File: src/rtl/mem_port_arbiter.sv
// Shares one external memory port between the fetch (IF) and load/store (D) requesters.
// Data requests win by default; a streak counter forces a fetch grant after STARVE_MAX data grants.
module mem_port_arbiter #(
    parameter int unsigned STARVE_MAX = 4,
    parameter int unsigned TIMEOUT    = 16
) (
    input  logic        CLK,
    input  logic        RESET,

    input  logic        IF_REQ,
    input  logic [31:0] IF_ADDR,
    output logic        IF_GNT,
    output logic        IF_RVALID,
    output logic [31:0] IF_RDATA,

    input  logic        D_REQ,
    input  logic        D_WE,
    input  logic [31:0] D_ADDR,
    input  logic [31:0] D_WDATA,
    output logic        D_GNT,
    output logic        D_RVALID,
    output logic [31:0] D_RDATA,

    output logic        ERR,

    output logic        MEM_REQ,
    output logic        MEM_WE,
    output logic [31:0] MEM_ADDR,
    output logic [31:0] MEM_WDATA,
    input  logic        MEM_RVALID,
    input  logic [31:0] MEM_RDATA,

    output logic        BUSY
);

    localparam logic [3:0] STREAK_MAX = 4'(STARVE_MAX);
    localparam logic [7:0] TIMER_MAX  = 8'(TIMEOUT);

    typedef enum logic [1:0] {
        IDLE  = 2'd0,
        ISSUE = 2'd1,
        WAIT  = 2'd2,
        RESP  = 2'd3
    } state_t;

    state_t      state_q, state_d;
    logic [3:0]  streak_q, streak_d;
    logic [7:0]  timer_q, timer_d;
    logic        owner_is_d_q, owner_is_d_d;

    logic        if_gnt_q, if_gnt_d;
    logic        d_gnt_q, d_gnt_d;
    logic        if_rvalid_q, if_rvalid_d;
    logic        d_rvalid_q, d_rvalid_d;
    logic        err_q, err_d;
    logic        mem_req_q, mem_req_d;
    logic        mem_we_q, mem_we_d;
    logic        busy_q, busy_d;
    logic [31:0] if_rdata_q, if_rdata_d;
    logic [31:0] d_rdata_q, d_rdata_d;
    logic [31:0] mem_addr_q, mem_addr_d;
    logic [31:0] mem_wdata_q, mem_wdata_d;

    logic        d_wins;
    logic        if_wins;

    // Fetch only overrides data once the streak has hit its limit with fetch waiting.
    assign d_wins  = D_REQ && !(IF_REQ && (streak_q == STREAK_MAX));
    assign if_wins = IF_REQ && !d_wins;

    always_comb begin
        state_d      = state_q;
        streak_d     = streak_q;
        timer_d      = timer_q;
        owner_is_d_d = owner_is_d_q;
        if_gnt_d     = 1'b0;
        d_gnt_d      = 1'b0;
        if_rvalid_d  = 1'b0;
        d_rvalid_d   = 1'b0;
        err_d        = 1'b0;
        mem_req_d    = 1'b0;
        mem_we_d     = mem_we_q;
        mem_addr_d   = mem_addr_q;
        mem_wdata_d  = mem_wdata_q;
        if_rdata_d   = if_rdata_q;
        d_rdata_d    = d_rdata_q;

        case (state_q)
            IDLE, RESP: begin
                if (d_wins) begin
                    state_d      = ISSUE;
                    d_gnt_d      = 1'b1;
                    mem_req_d    = 1'b1;
                    owner_is_d_d = 1'b1;
                    mem_we_d     = D_WE;
                    mem_addr_d   = D_ADDR;
                    mem_wdata_d  = D_WDATA;
                    // d_wins with fetch pending implies the streak is still below its limit.
                    if (IF_REQ) begin
                        streak_d = streak_q + 4'd1;
                    end else begin
                        streak_d = 4'd0;
                    end
                end else if (if_wins) begin
                    state_d      = ISSUE;
                    if_gnt_d     = 1'b1;
                    mem_req_d    = 1'b1;
                    owner_is_d_d = 1'b0;
                    mem_we_d     = 1'b0;
                    mem_addr_d   = IF_ADDR;
                    mem_wdata_d  = 32'd0;
                    streak_d     = 4'd0;
                end else begin
                    state_d = IDLE;
                end
            end

            ISSUE: begin
                state_d = WAIT;
                timer_d = 8'd1;
            end

            WAIT: begin
                if (MEM_RVALID || (timer_q == TIMER_MAX)) begin
                    state_d     = RESP;
                    err_d       = !MEM_RVALID;
                    if_rvalid_d = !owner_is_d_q;
                    d_rvalid_d  = owner_is_d_q;
                    // Writes only get an ack; the owner's read data register is left alone.
                    if (!mem_we_q) begin
                        if (owner_is_d_q) begin
                            d_rdata_d = MEM_RVALID ? MEM_RDATA : 32'd0;
                        end else begin
                            if_rdata_d = MEM_RVALID ? MEM_RDATA : 32'd0;
                        end
                    end
                end else begin
                    timer_d = timer_q + 8'd1;
                end
            end

            default: begin
                state_d = IDLE;
            end
        endcase

        busy_d = (state_d != IDLE);
    end

    always_ff @(posedge CLK or posedge RESET) begin
        if (RESET) begin
            state_q      <= IDLE;
            streak_q     <= 4'd0;
            timer_q      <= 8'd0;
            owner_is_d_q <= 1'b0;
            if_gnt_q     <= 1'b0;
            d_gnt_q      <= 1'b0;
            if_rvalid_q  <= 1'b0;
            d_rvalid_q   <= 1'b0;
            err_q        <= 1'b0;
            mem_req_q    <= 1'b0;
            mem_we_q     <= 1'b0;
            busy_q       <= 1'b0;
            if_rdata_q   <= 32'd0;
            d_rdata_q    <= 32'd0;
            mem_addr_q   <= 32'd0;
            mem_wdata_q  <= 32'd0;
        end else begin
            state_q      <= state_d;
            streak_q     <= streak_d;
            timer_q      <= timer_d;
            owner_is_d_q <= owner_is_d_d;
            if_gnt_q     <= if_gnt_d;
            d_gnt_q      <= d_gnt_d;
            if_rvalid_q  <= if_rvalid_d;
            d_rvalid_q   <= d_rvalid_d;
            err_q        <= err_d;
            mem_req_q    <= mem_req_d;
            mem_we_q     <= mem_we_d;
            busy_q       <= busy_d;
            if_rdata_q   <= if_rdata_d;
            d_rdata_q    <= d_rdata_d;
            mem_addr_q   <= mem_addr_d;
            mem_wdata_q  <= mem_wdata_d;
        end
    end

    assign IF_GNT    = if_gnt_q;
    assign IF_RVALID = if_rvalid_q;
    assign IF_RDATA  = if_rdata_q;
    assign D_GNT     = d_gnt_q;
    assign D_RVALID  = d_rvalid_q;
    assign D_RDATA   = d_rdata_q;
    assign ERR       = err_q;
    assign MEM_REQ   = mem_req_q;
    assign MEM_WE    = mem_we_q;
    assign MEM_ADDR  = mem_addr_q;
    assign MEM_WDATA = mem_wdata_q;
    assign BUSY      = busy_q;

    // The two grants are mutually exclusive and a grant always comes with a memory request.
    a_gnt_exclusive: assert property (@(posedge CLK) disable iff (RESET) !(if_gnt_q && d_gnt_q));
    a_gnt_with_req:  assert property (@(posedge CLK) disable iff (RESET) (if_gnt_q || d_gnt_q) == mem_req_q);
    a_rvalid_excl:   assert property (@(posedge CLK) disable iff (RESET) !(if_rvalid_q && d_rvalid_q));

endmodule

File: config.mk
export PLATFORM = sky130hd
export DESIGN_NAME = mem_port_arbiter
export DESIGN_NICKNAME = d
export VERILOG_FILES = /design/src/rtl/mem_port_arbiter.sv
export SDC_FILE = /design/constraint.sdc
export NUM_CORES = 1
export LEC_CHECK = 0
export BUFFER_PORTS_ARGS = -buffer_cell sky130_fd_sc_hd__buf_2
export CORE_MARGIN = 3
export CORE_UTILIZATION = 53
export DETAILED_ROUTE_END_ITERATION = 16
export GPL_ROUTABILITY_DRIVEN = 0
export PLACE_DENSITY = 0.86
export SLEW_MARGIN = 15
export SYNTH_ARGS = -nofsm -noshare
export SYNTH_HDL_FRONTEND = slang
export SYNTH_SLANG_ARGS = --single-unit
File: constraint.sdc
create_clock -name CLK -period 11.7 [get_ports CLK]
set_input_delay 3.51 -clock CLK [delete_from_list [all_inputs] [get_ports CLK]]
set_output_delay 3.51 -clock CLK [all_outputs]
set_load 0.01 [all_outputs]
==> flow_summary_export.csv, run 1 <==
group,metric,value,unit
cells_and_area,nets,1090,
setup_path,path_delay_family,"buffers and inverters",
power,finalPower,2.56,mW
timing,rsz0062_at_grt,"no",
timing,worst_pin_slew,1.18,ns
setup_path,cp_slowest_cell,"clkinv_1",
floorplanning,io_pins,270,
floorplanning,dieWidth,121,microns
cts,hold_buffers,0,
cts,post_cts_buffers,0,
cts,cts_buffers,17,
synthesis,synth_top_area_share,53.7,%
place,dp_hpwl,13000,microns
setup_path,path_cells,"buf_2 -> buf_4 -> o21ai_4 -> clkinv_1 -> nand2_1 -> o211ai_1",
synthesis,synth_nets,859,
cts,cts_sinks,151,
power,power-per-cell-area,284,nW/um^2
setup_path,critPathKind,"in -> reg",
drt,avgViaCountPerCell,5.78,
floorplanning,die_area,14700,sq um
cts,cts_resized,0,
timing,fin_crit,6.18,ns
power,p_int,1.52,mW
min_path,hold_path.class,"reg -> reg",
timing,period_share,52.9,%
timing,hold_viol_final,0,
synthesis,avgSynthCellArea,9.77,sq um
synthesis,yosysWarnings,0,
cts,root_buffer,"clkbuf_16",
setup_path,cp_max_fo,71,
cells_and_area,fin_area,9000,sq um
synthesis,synth_cells,720,
timing,hold-worst-slack,0.491,ns
power,p_clk_share,22.4,%
setup_path,cp.arrival,6.44,ns
synthesis,ys_async_sr_fraction,100,%
cells_and_area,syn_to_final_growth,27.9,%
drt,drtIter0Drc,662,
global_route,grt_usage,26.5,%
power,p_sw_share,40.6,%
setup_path,slowest_delay,1.13,ns
global_route,grt_start_max_net_pins,84,
drt,postRouteAntennaNets,0,
place,port_buffers,269,
job,drv_cap,0,
synthesis,ys_ff_latch,151,
timing,max_freq,162,MHz
cells_and_area,num_antenna_cells,0,
global_route,antenna_found_initial,1,
timing,setup-violations-final,0,
synthesis,synth_area_leaders,"dfrtp_1 54%, a22oi_1 6.9%, nand4_1 6.0%",
power,p_leak,4.49,nW
drt,drcViolationCount,0,
synthesis,yosys.area.top_type,"dfrtp_1",
power,net-switching-power,1.04,mW
floorplanning,floorplan.initialDensity,54.9,%
cells_and_area,drive_above_1_share,37.0,%
timing,setup_tns,0,ns
power,pwr-share-seq,33.1,%
floorplanning,fp.dieH,121,microns
power,vdd_drop_max,0.167,mV
cells_and_area,fillCellCount,954,
setup_path,cp-end-kind,"register",
drt,wl_per_cell,17.4,microns
synthesis,syn-cell-area,7040,sq um
global_route,grt_pass1_vias,6124,
drt,dr.pass1.iters,5,
global_route,grt_overflow,0,
outcome,outcome,"completed",
synthesis,ys.flop_type,"dfrtp_1",
setup_path,required,11.95,ns
cts,cts_tree,"built",
synthesis,synth_cell_types,39,
timing,finalMaxSlewViolations,0,
setup_path,path_buf_inv,3,
place,dpl-instance-area,8370,sq um
drt,route.final.wire_length,19700,microns
synthesis,synth_edf_count,0,
setup_path,start_kind,"input pin",
floorplanning,rows,41,
timing,maxSlewHeadroom,21.0,%
power,p_comb_share,44.5,%
floorplanning,core,12800,sq um
cts,cts_max_path_buffers,2,
cts,clk_pin_slew,0.06,ns
cts,htree_levels,4,
timing,fin_skew,0.00901,ns
drt,num_vias,6563,
global_route,grt_pass1_wl,30900,microns
synthesis,seq_area_frac_synth,53.7,%
cts,clk_latency,0.41,ns
## power by group through the flow
| stage | sequential [mW] | clock (mW) | combinational, mW |
|---|---|---|---|
| after floorplan | 0.918 | 0 | 0.702 |
| after global placement | 0.842 | 0 | 1.10 |
| after detailed placement | 0.849 | 0 | 1.14 |
| after CTS | 0.845 | 0.579 | 1.14 |
| after global routing | 0.870 | 0.603 | 1.26 |
| final | 0.847 | 0.573 | 1.14 |
## worst reg2reg max path, stage by stage, from the launching register on
cell	delay (ns)
dfrtp_1	0.41
inv_1	0.06
ha_1	0.20
nand4b_1	0.27
buf_4	0.57
and3_1	0.97
o21ai_0	0.26
## cell usage after synthesis (2+ instances only)
cell type  count
and4b_1        2
o211ai_1      36
a21oi_1        2
nand2_1      107
nand4b_1       3
a31oi_1        2
buf_2         10
buf_12         4
o21ai_2       41
ha_1           5
nor2_1         4
a22o_1         2
o21ai_0       60
or4_1          4
a22oi_1       65
nand3_1        6
dfrtp_1      151
or3_1          2
a21o_1         2
a32o_1         2
nand2b_1       3
clkbuf_1      46
and2_1         3
nor4bb_1       2
nand4_1       67
buf_1          4
inv_1         73
## layout make-up
type                       instances  area (sq um)  share of cell area, %
inverter                          74           283                   3.14
clock inverter                     7           114                   1.27
multi-input combinational        430          2690                   29.9
timing repair buffer             277          1410                   15.6
tap                              172           215                   2.39
sequential                       151          3780                   42.0
clock buffer                      24           512                   5.69
## cell usage in the layout, fill, tap and decap left out, types with 6 or more instances in the layout
| cell type | instances |
|---|---|
| o21ai_0 | 59 |
| clkbuf_16 | 17 |
| inv_1 | 72 |
| nand2_1 | 107 |
| nand4_1 | 67 |
| o211ai_1 | 36 |
| clkbuf_8 | 6 |
| a22oi_1 | 65 |
| dfrtp_1 | 151 |
| buf_4 | 8 |
| buf_2 | 269 |
| nand3_1 | 6 |
| o21ai_2 | 40 |
## sequential cells by signal, summed over array words and instances (netlist names)
signal        flops
owner_is_d_q      1
MEM_REQ           1
BUSY              1
timer_q           8
ERR               1
D_GNT             1
IF_GNT            1
MEM_ADDR         32
state_q           2
IF_RDATA         32
IF_RVALID         1
MEM_WDATA        32
streak_q          4
D_RDATA          32
D_RVALID          1
MEM_WE            1
## cell families after synthesis
family,synth area share (%)
AO/OA/AOI/OAI,21.4
adder cells (fa/ha/maj),0.889
buffers and inverters,8.62
flip-flops,53.7
multiplexers,0.160
AND/OR/NAND/NOR,15.2
## stage by stage
step / std cells / setup slack, ns / util [%]
floorplan: 720 / 4.13 / -
global placement: 1104 / 5.19 / 65.3
detailed placement: 1104 / 5.05 / 65.3
CTS: 1135 / 5.50 / 70.1
global route: 1135 / 5.25 / 70.2
finish: 1135 / 5.52 / 70.2
## worst paths after layout
check                            startpoint            end  slack [ns]  cells past startpoint
worst max-delay path                  D_REQ   MEM_ADDR[16]        5.52                      6
worst max register to register  streak_q[0]  MEM_WDATA[26]        8.78                      6
max in group asynchronous             RESET   MEM_ADDR[28]        7.02                      3
min in group asynchronous             RESET          D_GNT        3.17                      2
worst min-delay path            MEM_ADDR[4]    MEM_ADDR[4]        0.49                      2
worst min register to register  MEM_ADDR[4]    MEM_ADDR[4]        0.49                      2
## routing by layer
metal  wire (microns)  up-vias  global-route usage [%]
met5               11        -                       0
li1                 -     3015                       -
met4              501        2                    10.0
met3             1690       34                    6.62
met2             9690      343                    41.6
met1             7810     3169                    35.6
(Power assumes the default switching activity.)
==> inputs of run 2 (changes only) <==
--- a/config.mk
+++ b/config.mk
@@ -7,10 +7,10 @@
 export LEC_CHECK = 0
 export BUFFER_PORTS_ARGS = -buffer_cell sky130_fd_sc_hd__buf_2
 export CORE_MARGIN = 3
-export CORE_UTILIZATION = 53
+export CORE_UTILIZATION = 49
 export DETAILED_ROUTE_END_ITERATION = 16
 export GPL_ROUTABILITY_DRIVEN = 0
-export PLACE_DENSITY = 0.86
+export PLACE_DENSITY = 0.8
 export SLEW_MARGIN = 15
 export SYNTH_ARGS = -nofsm -noshare
 export SYNTH_HDL_FRONTEND = slang
==> constraint.sdc (replaced) <==
create_clock -name CLK -period 5.8 [get_ports CLK]
set_input_delay 1.74 -clock CLK [delete_from_list [all_inputs] [get_ports CLK]]
set_output_delay 1.74 -clock CLK [all_outputs]
set_load 0.01 [all_outputs]
==> run 2 against run 1 <==
Against the previous run:
- clock skew is essentially flat
- routed wire length is essentially flat
- combinational power grew 100%
- non-clock buffer count grew 2
- design area grew 0.51%
- final cell count grew 0.70%
- die area grew 7.7%
- total power grew 100%
- sequential power grew 100%
- first-iteration DRC count shrank 16%
- worst hold slack lost 0.0037 ns
- clock-buffer cell count shrank 3
- largest cell class unchanged
- largest power group unchanged
- highest routed layer is now met4
==> flow_summary_export.csv, run 2 (same netlist as run 1, synthesis figures left out) <==
group,metric,value,unit
drt,drcViolationCount,0,
cts,clk_latency,0.42,ns
timing,rsz0062_at_grt,"no",
min_path,hold_start,"MEM_ADDR[20]",
setup_path,cp.arrival,3.62,ns
timing,fin_crit,3.39,ns
cts,cts_resized,0,
setup_path,r2r_start,"state_q[0]",
cts,htree_levels,4,
power,power-per-cell-area,575,nW/um^2
floorplanning,die_area,15800,sq um
cells_and_area,final_common_cell,"buf_2",
global_route,groute.layer.met1.usage,32.4,%
cts,cts_max_path_buffers,2,
setup_path,slowest_delay,0.98,ns
place,pre_cts_ws,2.01,ns
floorplanning,fp.dieH,126,microns
drt,wl_per_cell,17.2,microns
timing,period_share,58.4,%
setup_path,path_delay_family,"simple AND/OR/NAND/NOR gates",
setup_path,path_cells,"buf_2 -> nand4b_1 -> and3_1 -> o21ai_0",
cells_and_area,nets,1092,
drt,route.final.wire_length,19700,microns
floorplanning,floorplan.initialDensity,50.3,%
floorplanning,rows,43,
floorplanning,io_pins,270,
drt,postRouteAntennaNets,0,
outcome,outcome,"completed",
floorplanning,core,14000,sq um
global_route,grt_busiest_layer,"met2",
cells_and_area,num_antenna_cells,0,
setup_path,cp_slowest_cell,"and3_1",
power,vdd_drop_max,0.350,mV
timing,setup-violations-final,0,
cts,root_buffer,"clkbuf_16",
global_route,grt_pass1_wl,31100,microns
timing,fin_ws,2.41,ns
place,dp_hpwl,12800,microns
place,port_buffers,269,
timing,max_freq,295,MHz
cts,cts_tree,"built",
drt,num_vias,6458,
setup_path,startpoint,"IF_REQ",
drt,drtIter0Drc,559,
global_route,grt_usage,24.2,%
cts,cts_buffers,17,
global_route,grt_start_max_net_pins,152,
timing,setup_tns,0,ns
setup_path,path_buf_inv,1,
cts,cts_sinks,151,
timing,finalMaxSlewViolations,0,
cts,hold_buffers,0,
timing,fin_skew,0.00865,ns
global_route,grt_pass1_vias,6029,
setup_path,cp-end-kind,"register",
global_route,antenna_found_initial,0,
floorplanning,dieWidth,126,microns
job,drv_cap,0,
timing,worst_pin_slew,1.09,ns
timing,hold_viol_final,0,
cells_and_area,mostFrequentLayoutCells,"269 x buf_2, 151 x dfrtp_1, 106 x nand2_1, 72 x inv_1, 67 x nand4_1",
drt,avgViaCountPerCell,5.65,
setup_path,start_kind,"input pin",
cells_and_area,syn_to_final_growth,28.5,%
cells_and_area,drive_above_1_share,37.0,%
setup_path,cp_max_fo,35,
global_route,grt_overflow,0,
cts,post_cts_buffers,0,
cts,clk_pin_slew,0.06,ns
setup_path,critPathKind,"in -> reg",
setup_path,required,6.03,ns
global_route,globalRouteMet2Util,38.3,%
power,p_leak,4.50,nW
min_path,hold_path.class,"reg -> reg",
global_route,grt_use_met3,6.15,%
timing,maxSlewHeadroom,27.1,%
drt,dr.pass1.iters,7,
## run 2: cell types whose count changed in the layout (fill, tap and decap cells not counted), moves of 2 or more
cell        change
inv_6           -2
bufinv_16       +2
clkbuf_8        -3
clkinvlp_4      +2
clkinv_2        -2
## run 2: layout make-up
class / instances / area (sq um)
Clock buffer: 21 / 470
Clock inverter: 8 / 171
Fill cell: 1182 / 4940
Inverter: 74 / 282
Multi-Input combinational cell: 430 / 2680
Sequential cell: 151 / 3780
Tap cell: 180 / 225
Timing Repair Buffer: 279 / 1430
## run 2: routing by layer
metal / up-vias / share of wire [%]
li1: 3018 / -
met1: 3095 / 42
met2: 310 / 48
met3: 35 / 8.1
met4: 0 / 2.0
met5: - / 0
## run 2: tightest hold or removal path, stage by stage (launching register included)
cell	delay, ns
dfrtp_1	0.33
nand2_1	0.05
o211ai_1	0.07
## run 2: through the flow
step / hold slack, ns / power [mW] / cells / area (sq um) / util, %
2_1_floorplan: 0.482 / 3.27 / 720 / 7040 / -
3_3_place_gp: 0.474 / 3.94 / 1114 / 8400 / 60.0
3_5_place_dp: 0.480 / 4.01 / 1114 / 8400 / 60.0
4_1_cts: 0.493 / 5.23 / 1143 / 9040 / 64.6
5_1_grt: 0.510 / 5.54 / 1143 / 9040 / 64.7
6_report: 0.487 / 5.20 / 1143 / 9040 / 64.7
## run 2: power breakdown
part	leakage [nW]	internal (mW)	switching [mW]
Sequential	1.70	1.45	0.259
Clock	0.311	0.791	0.416
Combinational	2.49	0.876	1.40
## run 2: final timing paths
kind,end,slack [ns],cells after the start
min in group asynchronous,MEM_ADDR[26],1.53,3
worst min-delay path,MEM_ADDR[20],0.49,2
worst max register to register,MEM_WDATA[15],2.83,5
max in group asynchronous,MEM_WDATA[5],3.65,3
worst max-delay path,MEM_WDATA[15],2.41,4
worst min register to register,MEM_ADDR[20],0.49,2
==> inputs of run 3 (changes only) <==
==> constraint.sdc (replaced) <==
create_clock -name CLK -period 3.55 [get_ports CLK]
set_input_delay 1.065 -clock CLK [delete_from_list [all_inputs] [get_ports CLK]]
set_output_delay 1.065 -clock CLK [all_outputs]
set_load 0.01 [all_outputs]
==> run 3 against run 2 <==
Against the previous run:
- clock skew fell by 0.0012 ns
- setup slack worse by 1.1 ns
- clock-buffer cell count increased by 4
- worst hold slack improved by 0.0012 ns
- design area increased by 0.28%
- clock power is 54% higher
- sequential power up 64%
- global-route usage grew 0.43 points
- total power increased by 63%
==> flow_summary_export.csv, run 3 (same netlist as run 1, synthesis figures left out) <==
group,metric,value,unit
cells_and_area,num_antenna_cells,0,
job,drv_cap,0,
cts,htree_levels,4,
setup_path,cp_max_fo,48,
cts,clk_pin_slew,0.05,ns
global_route,grt_overflow,0,
setup_path,path_buf_inv,3,
drt,drcViolationCount,0,
drt,route.final.wire_length,19700,microns
place,dpl-instance-area,8450,sq um
min_path,hold_path.class,"reg -> reg",
setup_path,cp-end-kind,"register",
floorplanning,floorplan.initialDensity,50.3,%
global_route,antenna_found_initial,0,
setup_path,slowest_delay,0.76,ns
setup_path,path_cells,"inv_1 -> ha_2 -> buf_12 -> and3_1 -> buf_4 -> o21ai_0",
cts,cts_max_path_buffers,2,
setup_path,required,3.82,ns
drt,postRouteAntennaNets,0,
global_route,grt_pass1_vias,6261,
place,port_buffers,269,
setup_path,path_delay_family,"adder cells",
floorplanning,core,14000,sq um
timing,maxSlewHeadroom,52.3,%
cells_and_area,nets,1096,
cells_and_area,syn_to_final_growth,28.9,%
timing,worst_pin_slew,0.716,ns
power,vdd_drop_max,0.579,mV
drt,wl_per_cell,17.2,microns
floorplanning,io_pins,270,
cts,cts_buffers,17,
place,dp_cells,1118,
setup_path,cp.arrival,2.54,ns
timing,hold-worst-slack,0.488,ns
global_route,grt_start_max_net_pins,95,
drt,dr.pass1.iters,5,
setup_path,cp_slowest_cell,"ha_2",
cells_and_area,mostFrequentLayoutCells,"269 x buf_2, 151 x dfrtp_1, 106 x nand2_1, 72 x inv_1, 67 x nand4_1",
cells_and_area,drive_above_1_share,37.1,%
timing,setup-violations-final,0,
timing,period_share,64.0,%
timing,rsz0062_at_grt,"no",
timing,hold_viol_final,0,
floorplanning,dieWidth,126,microns
place,dp_hpwl,13200,microns
floorplanning,fp.dieH,126,microns
cells_and_area,fin_cells,1150,
cells_and_area,fin_area,9070,sq um
drt,avgViaCountPerCell,5.69,
timing,fin_crit,2.27,ns
timing,finalMaxSlewViolations,0,
floorplanning,die_area,15800,sq um
power,power-per-cell-area,932,nW/um^2
cts,root_buffer,"clkbuf_16",
setup_path,critPathKind,"reg -> reg",
timing,max_freq,440,MHz
timing,setup_tns,0,ns
global_route,grt_pass1_wl,32000,microns
global_route,grt_usage,24.6,%
cts,post_cts_buffers,0,
power,finalPower,8.45,mW
cts,hold_buffers,0,
cts,cts_sinks,151,
cts,cts_resized,0,
drt,drtIter0Drc,472,
power,p_leak,4.51,nW
cts,clk_latency,0.41,ns
setup_path,start_kind,"register",
cells_and_area,final_common_cell,"buf_2",
outcome,outcome,"completed",
cts,cts_tree,"built",
floorplanning,rows,43,
timing,fin_skew,0.00744,ns
drt,num_vias,6544,
run 3: changes by cell type in the layout (fill, tap and decap cells not counted):
cell	change
buf_12	+2
clkinv_2	+1
buf_4	+2
clkbuf_8	+1
clkbuf_1	+3
bufinv_16	-2
run 3: cell type report:
| cell class | instances | area [sq um] |
|---|---|---|
| fillers | 1205 | 4920 |
| flip-flops and latches | 151 | 3780 |
| multi-input cells | 430 | 2680 |
| repair buffers | 283 | 1490 |
| clock buffers | 25 | 495 |
| inverters | 74 | 282 |
| well taps | 180 | 225 |
| clock inverters | 7 | 116 |
run 3: final timing paths:
path / from / to / slack (ns) / cells after the start
max in group asynchronous: RESET / streak_q[2] / 2.14 / 3
worst min-delay path: MEM_ADDR[22] / MEM_ADDR[22] / 0.49 / 2
min in group asynchronous: RESET / timer_q[3] / 0.81 / 3
worst max-delay path: state_q[0] / MEM_WDATA[21] / 1.28 / 6
worst min register to register: MEM_ADDR[22] / MEM_ADDR[22] / 0.49 / 2
worst max register to register: state_q[0] / MEM_WDATA[21] / 1.28 / 6
run 3: power by group:
| part | leakage [nW] | total [mW] | internal [mW] | switching (mW) |
|---|---|---|---|---|
| registers | 1.70 | 2.80 | 2.37 | 0.429 |
| clock network | 0.297 | 1.86 | 1.18 | 0.679 |
| logic | 2.51 | 3.79 | 1.49 | 2.30 |
run 3: metal layers:
metal  global-route usage, %  vias to the layer above  part of all wire (%)
met1                    33.3                     3133                    41
li1                        -                     3024                     -
met3                    5.98                       40                   8.8
met5                       0                        -                     0
met2                    38.8                      347                    48
met4                    9.21                        0                   2.4
run 3: metrics by stage:
| stage | util, % | setup slack (ns) |
|---|---|---|
| floorplan | - | 0.582 |
| global placement | 60.4 | 0.979 |
| detailed placement | 60.4 | 0.916 |
| finish | 64.8 | 1.28 |
| CTS | 64.8 | 1.01 |
| global route | 64.8 | 1.14 |
run 3: worst reg2reg max path: cells and delay by family (launching register included):
kind,cells,cell delay [ns]
AOI/OAI and AO/OA,1,0.17
adders and majority gates,1,0.76
buffers and inverters,3,0.66
DFF,1,0.34
and+or+nand+nor,1,0.21
